### config.mk
export PLATFORM = sky130hd
export DESIGN_NAME = keypad_scanner
export DESIGN_NICKNAME = d
export VERILOG_FILES = /design/src/rtl/keypad_pkg.sv /design/src/rtl/keypad_scanner_sync2.sv /design/src/rtl/keypad_scanner.sv
export SDC_FILE = /design/constraint.sdc
export NUM_CORES = 1
export LEC_CHECK = 0
export CORE_MARGIN = 4
export CORE_UTILIZATION = 41
export CTS_BUF_LIST = sky130_fd_sc_hd__clkbuf_4 sky130_fd_sc_hd__clkbuf_8 sky130_fd_sc_hd__clkbuf_16
export CTS_CLUSTER_SIZE = 16
export DETAILED_ROUTE_END_ITERATION = 12
export GPL_ROUTABILITY_DRIVEN = 1
export MAX_ROUTING_LAYER = met4
export PLACE_DENSITY = 0.74
export SLEW_MARGIN = 20
export SYNTH_ARGS = -nofsm -noshare
export SYNTH_HDL_FRONTEND = slang
export SYNTH_HIERARCHICAL = 1
export SYNTH_SLANG_ARGS = --single-unit
### constraint.sdc
create_clock -name clock -period 4.37 [get_ports clock]
set_input_delay 0.874 -clock clock [delete_from_list [all_inputs] [get_ports clock]]
set_output_delay 0.874 -clock clock [all_outputs]
set_load 0.02 [all_outputs]
### src/rtl/keypad_pkg.sv
// Shared types and constants for the 4x4 matrix keypad scanner.
// Column drive patterns and a helper that decodes an active-low row sample.
package keypad_pkg;

    typedef enum logic [1:0] {
        SCAN,
        DEBOUNCE,
        HELD
    } state_t;

    localparam logic [3:0] COL_DRIVE [4] = '{4'b1110, 4'b1101, 4'b1011, 4'b0111};

    typedef struct packed {
        logic       single;
        logic [1:0] idx;
    } row_dec_t;

    // Exactly one low bit yields single=1; all-ones or multi-low yields single=0.
    function automatic row_dec_t decode_row(input logic [3:0] r);
        row_dec_t d;
        d.single = 1'b0;
        d.idx    = 2'd0;
        case (r)
            4'b1110: begin d.single = 1'b1; d.idx = 2'd0; end
            4'b1101: begin d.single = 1'b1; d.idx = 2'd1; end
            4'b1011: begin d.single = 1'b1; d.idx = 2'd2; end
            4'b0111: begin d.single = 1'b1; d.idx = 2'd3; end
            default: begin d.single = 1'b0; d.idx = 2'd0; end
        endcase
        return d;
    endfunction

endpackage

### src/rtl/keypad_scanner_sync2.sv
// Generic two-flop synchronizer with a parameterised reset value.
// Each bit is synchronized independently; the lines are sampled only after settling.
module sync2 #(
    parameter int               WIDTH   = 4,
    parameter logic [WIDTH-1:0] RST_VAL = '1
) (
    input  logic             clock,
    input  logic             reset_n,
    input  logic [WIDTH-1:0] d,
    output logic [WIDTH-1:0] q
);

    logic [WIDTH-1:0] meta_q;
    logic [WIDTH-1:0] sync_q;

    generate
        for (genvar gi = 0; gi < WIDTH; gi++) begin : g_bit
            always_ff @(posedge clock or negedge reset_n) begin
                if (!reset_n) begin
                    meta_q[gi] <= RST_VAL[gi];
                    sync_q[gi] <= RST_VAL[gi];
                end else begin
                    meta_q[gi] <= d[gi];
                    sync_q[gi] <= meta_q[gi];
                end
            end
        end
    endgenerate

    assign q = sync_q;

endmodule

### src/rtl/keypad_scanner.sv
// 4x4 active-low keypad scanner: walks the columns, debounces a single-row press
// in the frozen column and reports it as {row_idx, col_idx} with a one-cycle strobe.
module keypad_scanner
    import keypad_pkg::*;
#(
    parameter int SETTLE_CYCLES    = 4,
    parameter int DEBOUNCE_SAMPLES = 3
) (
    input  logic       clock,
    input  logic       reset_n,
    input  logic [3:0] row,
    output logic [3:0] col,
    output logic [3:0] key_code,
    output logic       key_valid,
    output logic       key_held
);

    localparam int CW = (SETTLE_CYCLES > 2) ? $clog2(SETTLE_CYCLES) : 1;
    localparam int DW = $clog2(DEBOUNCE_SAMPLES + 1);
    localparam logic [CW-1:0] SETTLE_LAST = CW'(SETTLE_CYCLES - 1);
    localparam logic [DW-1:0] DB_LAST     = DW'(DEBOUNCE_SAMPLES - 1);

    logic [3:0]    row_sync;

    state_t        state_q,     state_d;
    logic [CW-1:0] cnt_q,       cnt_d;
    logic [DW-1:0] dcnt_q,      dcnt_d;
    logic [1:0]    col_idx_q,   col_idx_d;
    logic [1:0]    row_idx_q,   row_idx_d;
    logic [3:0]    col_q,       col_d;
    logic [3:0]    key_code_q,  key_code_d;
    logic          key_valid_q, key_valid_d;
    logic          key_held_q,  key_held_d;

    logic          sample;
    logic          col_adv;
    logic          hit;
    row_dec_t      dec;

    sync2 #(
        .WIDTH  (4),
        .RST_VAL(4'b1111)
    ) u_row_sync (
        .clock  (clock),
        .reset_n(reset_n),
        .d      (row),
        .q      (row_sync)
    );

    always_comb begin
        state_d     = state_q;
        dcnt_d      = dcnt_q;
        row_idx_d   = row_idx_q;
        key_code_d  = key_code_q;
        key_held_d  = key_held_q;
        key_valid_d = 1'b0;
        col_adv     = 1'b0;

        sample = (cnt_q == SETTLE_LAST);
        dec    = decode_row(row_sync);
        hit    = dec.single && (dec.idx == row_idx_q);

        case (state_q)
            SCAN: begin
                if (sample) begin
                    if (dec.single) begin
                        row_idx_d = dec.idx;
                        if (DEBOUNCE_SAMPLES == 1) begin
                            state_d     = HELD;
                            dcnt_d      = '0;
                            key_valid_d = 1'b1;
                            key_held_d  = 1'b1;
                            key_code_d  = {dec.idx, col_idx_q};
                        end else begin
                            state_d = DEBOUNCE;
                            dcnt_d  = DW'(1);
                        end
                    end else begin
                        col_adv = 1'b1;
                    end
                end
            end

            DEBOUNCE: begin
                if (sample) begin
                    if (hit) begin
                        if (dcnt_q == DB_LAST) begin
                            state_d     = HELD;
                            dcnt_d      = '0;
                            key_valid_d = 1'b1;
                            key_held_d  = 1'b1;
                            key_code_d  = {row_idx_q, col_idx_q};
                        end else begin
                            dcnt_d = dcnt_q + DW'(1);
                        end
                    end else begin
                        state_d = SCAN;
                        dcnt_d  = '0;
                        col_adv = 1'b1;
                    end
                end
            end

            HELD: begin
                // dcnt_q now counts consecutive release samples
                if (sample) begin
                    if (hit) begin
                        dcnt_d = '0;
                    end else if (dcnt_q == DB_LAST) begin
                        state_d    = SCAN;
                        dcnt_d     = '0;
                        key_held_d = 1'b0;
                        col_adv    = 1'b1;
                    end else begin
                        dcnt_d = dcnt_q + DW'(1);
                    end
                end
            end

            default: begin
                state_d = SCAN;
                dcnt_d  = '0;
            end
        endcase

        col_idx_d = col_adv ? (col_idx_q + 2'd1) : col_idx_q;
        cnt_d     = (sample || col_adv) ? '0 : (cnt_q + CW'(1));
        col_d     = COL_DRIVE[col_idx_d];
    end

    always_ff @(posedge clock or negedge reset_n) begin
        if (!reset_n) begin
            state_q     <= SCAN;
            cnt_q       <= '0;
            dcnt_q      <= '0;
            col_idx_q   <= 2'd0;
            row_idx_q   <= 2'd0;
            col_q       <= 4'b1110;
            key_code_q  <= 4'h0;
            key_valid_q <= 1'b0;
            key_held_q  <= 1'b0;
        end else begin
            state_q     <= state_d;
            cnt_q       <= cnt_d;
            dcnt_q      <= dcnt_d;
            col_idx_q   <= col_idx_d;
            row_idx_q   <= row_idx_d;
            col_q       <= col_d;
            key_code_q  <= key_code_d;
            key_valid_q <= key_valid_d;
            key_held_q  <= key_held_d;
        end
    end

    assign col       = col_q;
    assign key_code  = key_code_q;
    assign key_valid = key_valid_q;
    assign key_held  = key_held_q;

endmodule
After elaboration in Yosys (flattened, before gate mapping)

Index checks and enable logic that the tools add are counted.

Add/subtract/negate cells: 3
Magnitude comparators: 1
Equal/unequal tests: 18
Muxes and demuxes: 39
Bitwise gates (word level): 1
Reductions and logical operators: 9

Operator list:

| operator                                                               | number |
|---|---|
| 2-bit 2-to-1 mux                                                       | 15 |
| 1-bit 2-to-1 mux                                                       | 16 |
| 2-bit != test (second input constant)                                  | 8 |
| 7-bit AND reduction                                                    | 2 |
| 4-bit equality test (second input constant)                            | 3 |
| 2-bit one-hot mux with 3 select lines                                  | 2 |
| 3-bit one-hot mux with 4 select lines                                  | 1 |
| 4-bit binary-select mux with 2-bit select                              | 1 |
| 4-bit 2-to-1 mux                                                       | 2 |
| 4-bit AND reduction                                                    | 2 |
| 2-bit by 1-bit adder with 2-bit output (second input constant)         | 3 |
| 2-bit equality test (second input constant)                            | 3 |
| 4-bit by 3-bit equality test with 1-bit output (second input constant) | 1 |
| 3-bit greater-or-equal comparator (second input constant)              | 1 |
| 3-bit != test (second input constant)                                  | 1 |
| 2-bit inverter with 3-bit output                                       | 1 |
| 1-bit one-hot mux with 3 select lines                                  | 1 |
| 3-bit AND reduction                                                    | 1 |
| 2-bit by 1-bit equality test with 1-bit output (second input constant) | 1 |
| 2-bit equality test                                                    | 1 |
| 2-bit zero test                                                        | 1 |
| 1-bit one-hot mux with 2 select lines                                  | 1 |
| 2-bit nonzero test                                                     | 1 |
| 1-bit logical AND                                                      | 1 |
| 1-bit logical OR                                                       | 1 |

Flip-flop bits (word level): 28
Output and inout bits: 10
Logic and storage cells: 88

Depth between registers and ports, before layout

Word-level depth: 12
Mapped depth: 7
Gate-level depth less buffers: 6

Modules after synthesis

The synthesis kept the hierarchy.

Modules (own cells, without submodules):

| module         | times used | cells each | area an instance (µm²) | seq. area each (µm²) |
|---|---|---|---|---|
| keypad_scanner | 1          | 104        | 1131.1                 | 504.2 |
| sync2          | 1          | 8          | 210.2                  | 210.2 |

Worst setup path after synthesis

No wires, ideal clock.

Path kind: register to register
From: reg u_row_sync.sync_q[1], in the netlist u_row_sync/q[1]
To: reg key_code_q[0], in the netlist key_code[0]
Setup time: 0.125 ns
Arrival: 2.014 ns
Required time: 4.245 ns
Slack: 2.231 ns
Cell stages (with the launch flop): 8
Buffers on the path: 2
Cells stage by stage: dfstp_2 > buf_4 > or3b_1 > a211oi_2 > o21ai_2 > or2_1 > buf_6 > mux2_4

Cells in the longest elaborated chain, start to end: 5
Elaborated cells between the ends (all ways): 8

RTL lines:

| item                                                                                  | line                       | source |
|---|---|---|
| start, declared                                                                       | keypad_scanner_sync2.sv:14 | `logic [WIDTH-1:0] sync_q;` |
| start signal, assigned by index                                                       | keypad_scanner_sync2.sv:21 | `sync_q[gi] <= RST_VAL[gi];` |
| start signal, assigned by index                                                       | keypad_scanner_sync2.sv:24 | `sync_q[gi] <= meta_q[gi];` |
| 4-bit by 3-bit equality test with 1-bit output or 4-bit equality test (tied branches) | keypad_pkg.sv:23           | `case (r)` |
| 3-bit one-hot mux with 4 select lines (*)                                             | keypad_pkg.sv:23           |  |
| 2-bit equality test                                                                   | keypad_scanner.sv:61       | `hit = dec.single && (dec.idx == row_idx_q);` |
| 1-bit logical AND (*)                                                                 | keypad_scanner.sv:61       |  |
| 4-bit AND reduction (no source line) (*)                                              | n/a                        |  |
| end signal, assigned                                                                  | keypad_scanner.sv:149      | `key_code_q <= key_code_d;` |
| end, declared                                                                         | keypad_scanner.sv:31       | `logic [3:0] key_code_q, key_code_d;` |

Mark *: on every way between the ends. The rest lies on a longest branch, timed or not.
A chain may end at the register's enable or synchronous reset.

Worst setup path in the final report

From: reg col_q[2], in the netlist col[2]
To: out col[2]

RTL lines:

| item                   | line                  | source |
|---|---|---|
| start, declared        | keypad_scanner.sv:30  | `logic [3:0] col_q, col_d;` |
| start signal, assigned | keypad_scanner.sv:148 | `col_q <= col_d;` |
| end, declared          | keypad_scanner.sv:12  | `output logic [3:0] col,` |

No word-level cell between the ends.

==> flow_metrics.env <==
export IMPL_status="complete, no violations"
export IMPL_p_leak_nw=0.695
export IMPL_final_common_cell="dfrtp_1"
export IMPL_maxSlewViolCount=0
export IMPL_async_reset_ff_share_pct=100
export IMPL_remaining_drc_errors=0
export IMPL_core_area_mm2=0.00310
export IMPL_cts_inserted_buffers=3
export IMPL_peakVddDrop_mv=0.162
export IMPL_postCtsHoldBufs=0
export IMPL_crit_start="col[2]$_DFF_PN1_"
export IMPL_maxSlewHeadroom_pct=43.2
export IMPL_gp_congestion=0.802
export IMPL_drt_iter0_drc=22
export IMPL_grt_pass1_wl_um=4110
export IMPL_fin_crit_ps=2310
export IMPL_cpMaxStageDelayCell="clkdlybuf4s50_1"
export IMPL_setup_viol=0
export IMPL_worst_ep_arrival_time_ps=1440
export IMPL_cp_required_ps=3500
export IMPL_r2r_start="u_row_sync/q[1]$_DFF_PN1_"
export IMPL_layout_common_cells="dfrtp_1, clkdlybuf4s50_1, dfstp_2"
export IMPL_rows=20
export IMPL_num_io_pins=16
export IMPL_synth_top_family_by_area="compound AO/OA/AOI/OAI gates"
export IMPL_worst_pin_slew_ps=849
export IMPL_regArea_um2=714
export IMPL_routed_wl_um=2400
export IMPL_fin_tns_setup_ps=0
export IMPL_hpwlAfterDp_um=1840
export IMPL_n_antenna_cell=0
export IMPL_yosys_top_cells_area="dfrtp_1, dfstp_2, ha_1"
export IMPL_endpoint_kind="primary output"
export IMPL_startpoint_type="register"
export IMPL_syn_to_final_growth_pct=16.0
export IMPL_hold_viol_final=0
export IMPL_cts_root_buf="clkbuf_4"
export IMPL_synth_compound_area_share_pct=14.3
export IMPL_rr_worst_depth=5
export IMPL_timing_critical_path_to="col[2]"
export IMPL_cap_violations=0
export IMPL_syn_area_per_cell_um2=12.0
export IMPL_drive_above_1_share_pct=20.3
export IMPL_power_density_mw_per_mm2=414
export IMPL_yosys_warnings=6
export IMPL_antenna_found_initial=0
export IMPL_cts_buffer_depth=2
export IMPL_start_util_pct=43.2
export IMPL_grt_ovfl_total=0
export IMPL_cp_max_fo=1
export IMPL_cts_tree="done"
export IMPL_nNetsFinal=140
export IMPL_die_x_um=65.2
export IMPL_path_clk_slew_ps=130
export IMPL_syn_nets=123
export IMPL_die_height_um=65.2
export IMPL_cts_resized=0
export IMPL_drtPass1Iterations=4
export IMPL_fmax_ghz=0.432
export IMPL_crit_chain="clkdlybuf4s50_1"
export IMPL_track_usage_pct=13.2
export IMPL_cp_slowest_stage_delay_ps=590
export IMPL_vias_per_cell=5.30
export IMPL_setup_ws_ps=2060
export IMPL_synth_top_area_cell="dfrtp_1"
export IMPL_cts_sinks=28
export IMPL_r2r_setup_slack_ps=2140
export IMPL_finalNonFillerCells=172
export IMPL_netlist_cell_type_count=45
export IMPL_synth_area_mm2=0.00134
export IMPL_synthAdderAreaFrac_pct=4.66
export IMPL_ys_flop_type="dfrtp_1"
export IMPL_ys_ff_latch=28
export IMPL_worst_path_buf_inv=1
export IMPL_fillers=296
export IMPL_pre_cts_ws_ps=2150
export IMPL_die_area_mm2=0.00425
export IMPL_synth_xor_area_share_pct=2.61
export IMPL_dr_total_vias=912
export IMPL_cpLargestDelayFamily="buffers and inverters"
export IMPL_path_class="register to primary output"
export IMPL_grt_start_max_net_pins=21
export IMPL_fin_skew_ps=4.44
export IMPL_synth_edf_count=0
export IMPL_cts_htree_levels=1
export IMPL_yosysTopAreaCellShare_pct=31.7
export IMPL_routedWlPerCell_um=14.0
export IMPL_multi_input_area_um2=569
export IMPL_syn_inst=112
export IMPL_synth_area_mux_share_pct=8.40
export IMPL_rsz0062_at_grt="no"
export IMPL_io_buffers=15
export IMPL_synth_simple_area_share_pct=12.5
export IMPL_final_antenna_net_count=0
export IMPL_r2r_end="key_code[1]$_DFFE_PN0P_"
export IMPL_path_depth=1
export IMPL_dpl_cell_count=168
export IMPL_hold_path_class="register to register"
export IMPL_insertion_delay_ps=310
export IMPL_grt_pass1_vias=927
export IMPL_post_cts_setup_buffer_count=0
export IMPL_ys_seq_area_share_pct=53.3
export IMPL_finalCritPeriodShare_pct=53.0
[per-stage QoR]
step	hold slack (ps)	power (W)	cell area (um2)	util, %
2_1_floorplan	345	0.000472	1340	-
3_3_place_gp	346	0.000535	1530	49.2
3_5_place_dp	347	0.000543	1530	49.2
4_1_cts	366	0.000653	1560	50.2
5_1_grt	372	0.000692	1560	50.2
6_report	364	0.000644	1560	50.2
[logic make-up after synthesis]
logic type      Yosys count
flops                    28
buf+inv                  12
fa+ha+maj                 5
compound gates           24
mux                       9
xor+xnor                  4
simple gates             30
[report_power, final]
part / switching, W / internal [W]
clock: 0.0000643 / 0.0000419
combinational: 0.0000972 / 0.0000874
sequential: 0.0000412 / 0.000312
[layer usage]
metal	track usage [%]	share of wire, %	vias up
met1	14.8	42	441
met3	4.10	4.6	7
li1	-	-	438
met5	-	0	-
met4	8.03	3.2	0
met2	20.6	50	26
[flip-flops by register name, summed over array words and instances, names as in the netlist]
signal             cells
key_valid              1
key_held               1
u_row_sync/meta_q      4
cnt_q                  2
col_idx_q              2
key_code               4
dcnt_q                 2
col                    4
row_idx_q              2
u_row_sync/q           4
state_q                2
[layout make-up]
cell class	count	area share [%]
multi-input combinational	72	36.6
clock buffer	4	1.93
inverter	8	1.93
tap	44	3.54
sequential	28	45.9
timing repair buffer	16	10.1
[worst min-delay path by stage]
stage,from,endpoint,slack [ps],cells past startpoint
6_report,u_row_sync/meta_q[0]$_DFF_PN1_,u_row_sync/q[0]$_DFF_PN1_,360,0
5_1_grt,u_row_sync/meta_q[1]$_DFF_PN1_,u_row_sync/q[1]$_DFF_PN1_,370,0
4_1_cts,u_row_sync/meta_q[0]$_DFF_PN1_,u_row_sync/q[0]$_DFF_PN1_,370,0
3_5_place_dp,u_row_sync/meta_q[0]$_DFF_PN1_,u_row_sync/q[0]$_DFF_PN1_,350,0
3_3_place_gp,u_row_sync/meta_q[3]$_DFF_PN1_,u_row_sync/q[3]$_DFF_PN1_,350,0
2_1_floorplan,u_row_sync/meta_q[0]$_DFF_PN1_,u_row_sync/q[0]$_DFF_PN1_,350,0
[cell usage after synthesis, types with 2 or more instances]
cell       number
ha_1            5
nand4b_1        2
dfrtp_1        17
mux2_2          2
nor2b_1         4
nand2_1         5
o21ai_2         2
mux2i_1         3
inv_1           8
dfstp_2        11
o211ai_1        3
a2111oi_0       2
xnor2_1         3
a21oi_1         2
o21ai_0         3
nor2_1          7
mux2_4          4
o31ai_1         2
Power figures use the tool's default switching activity.
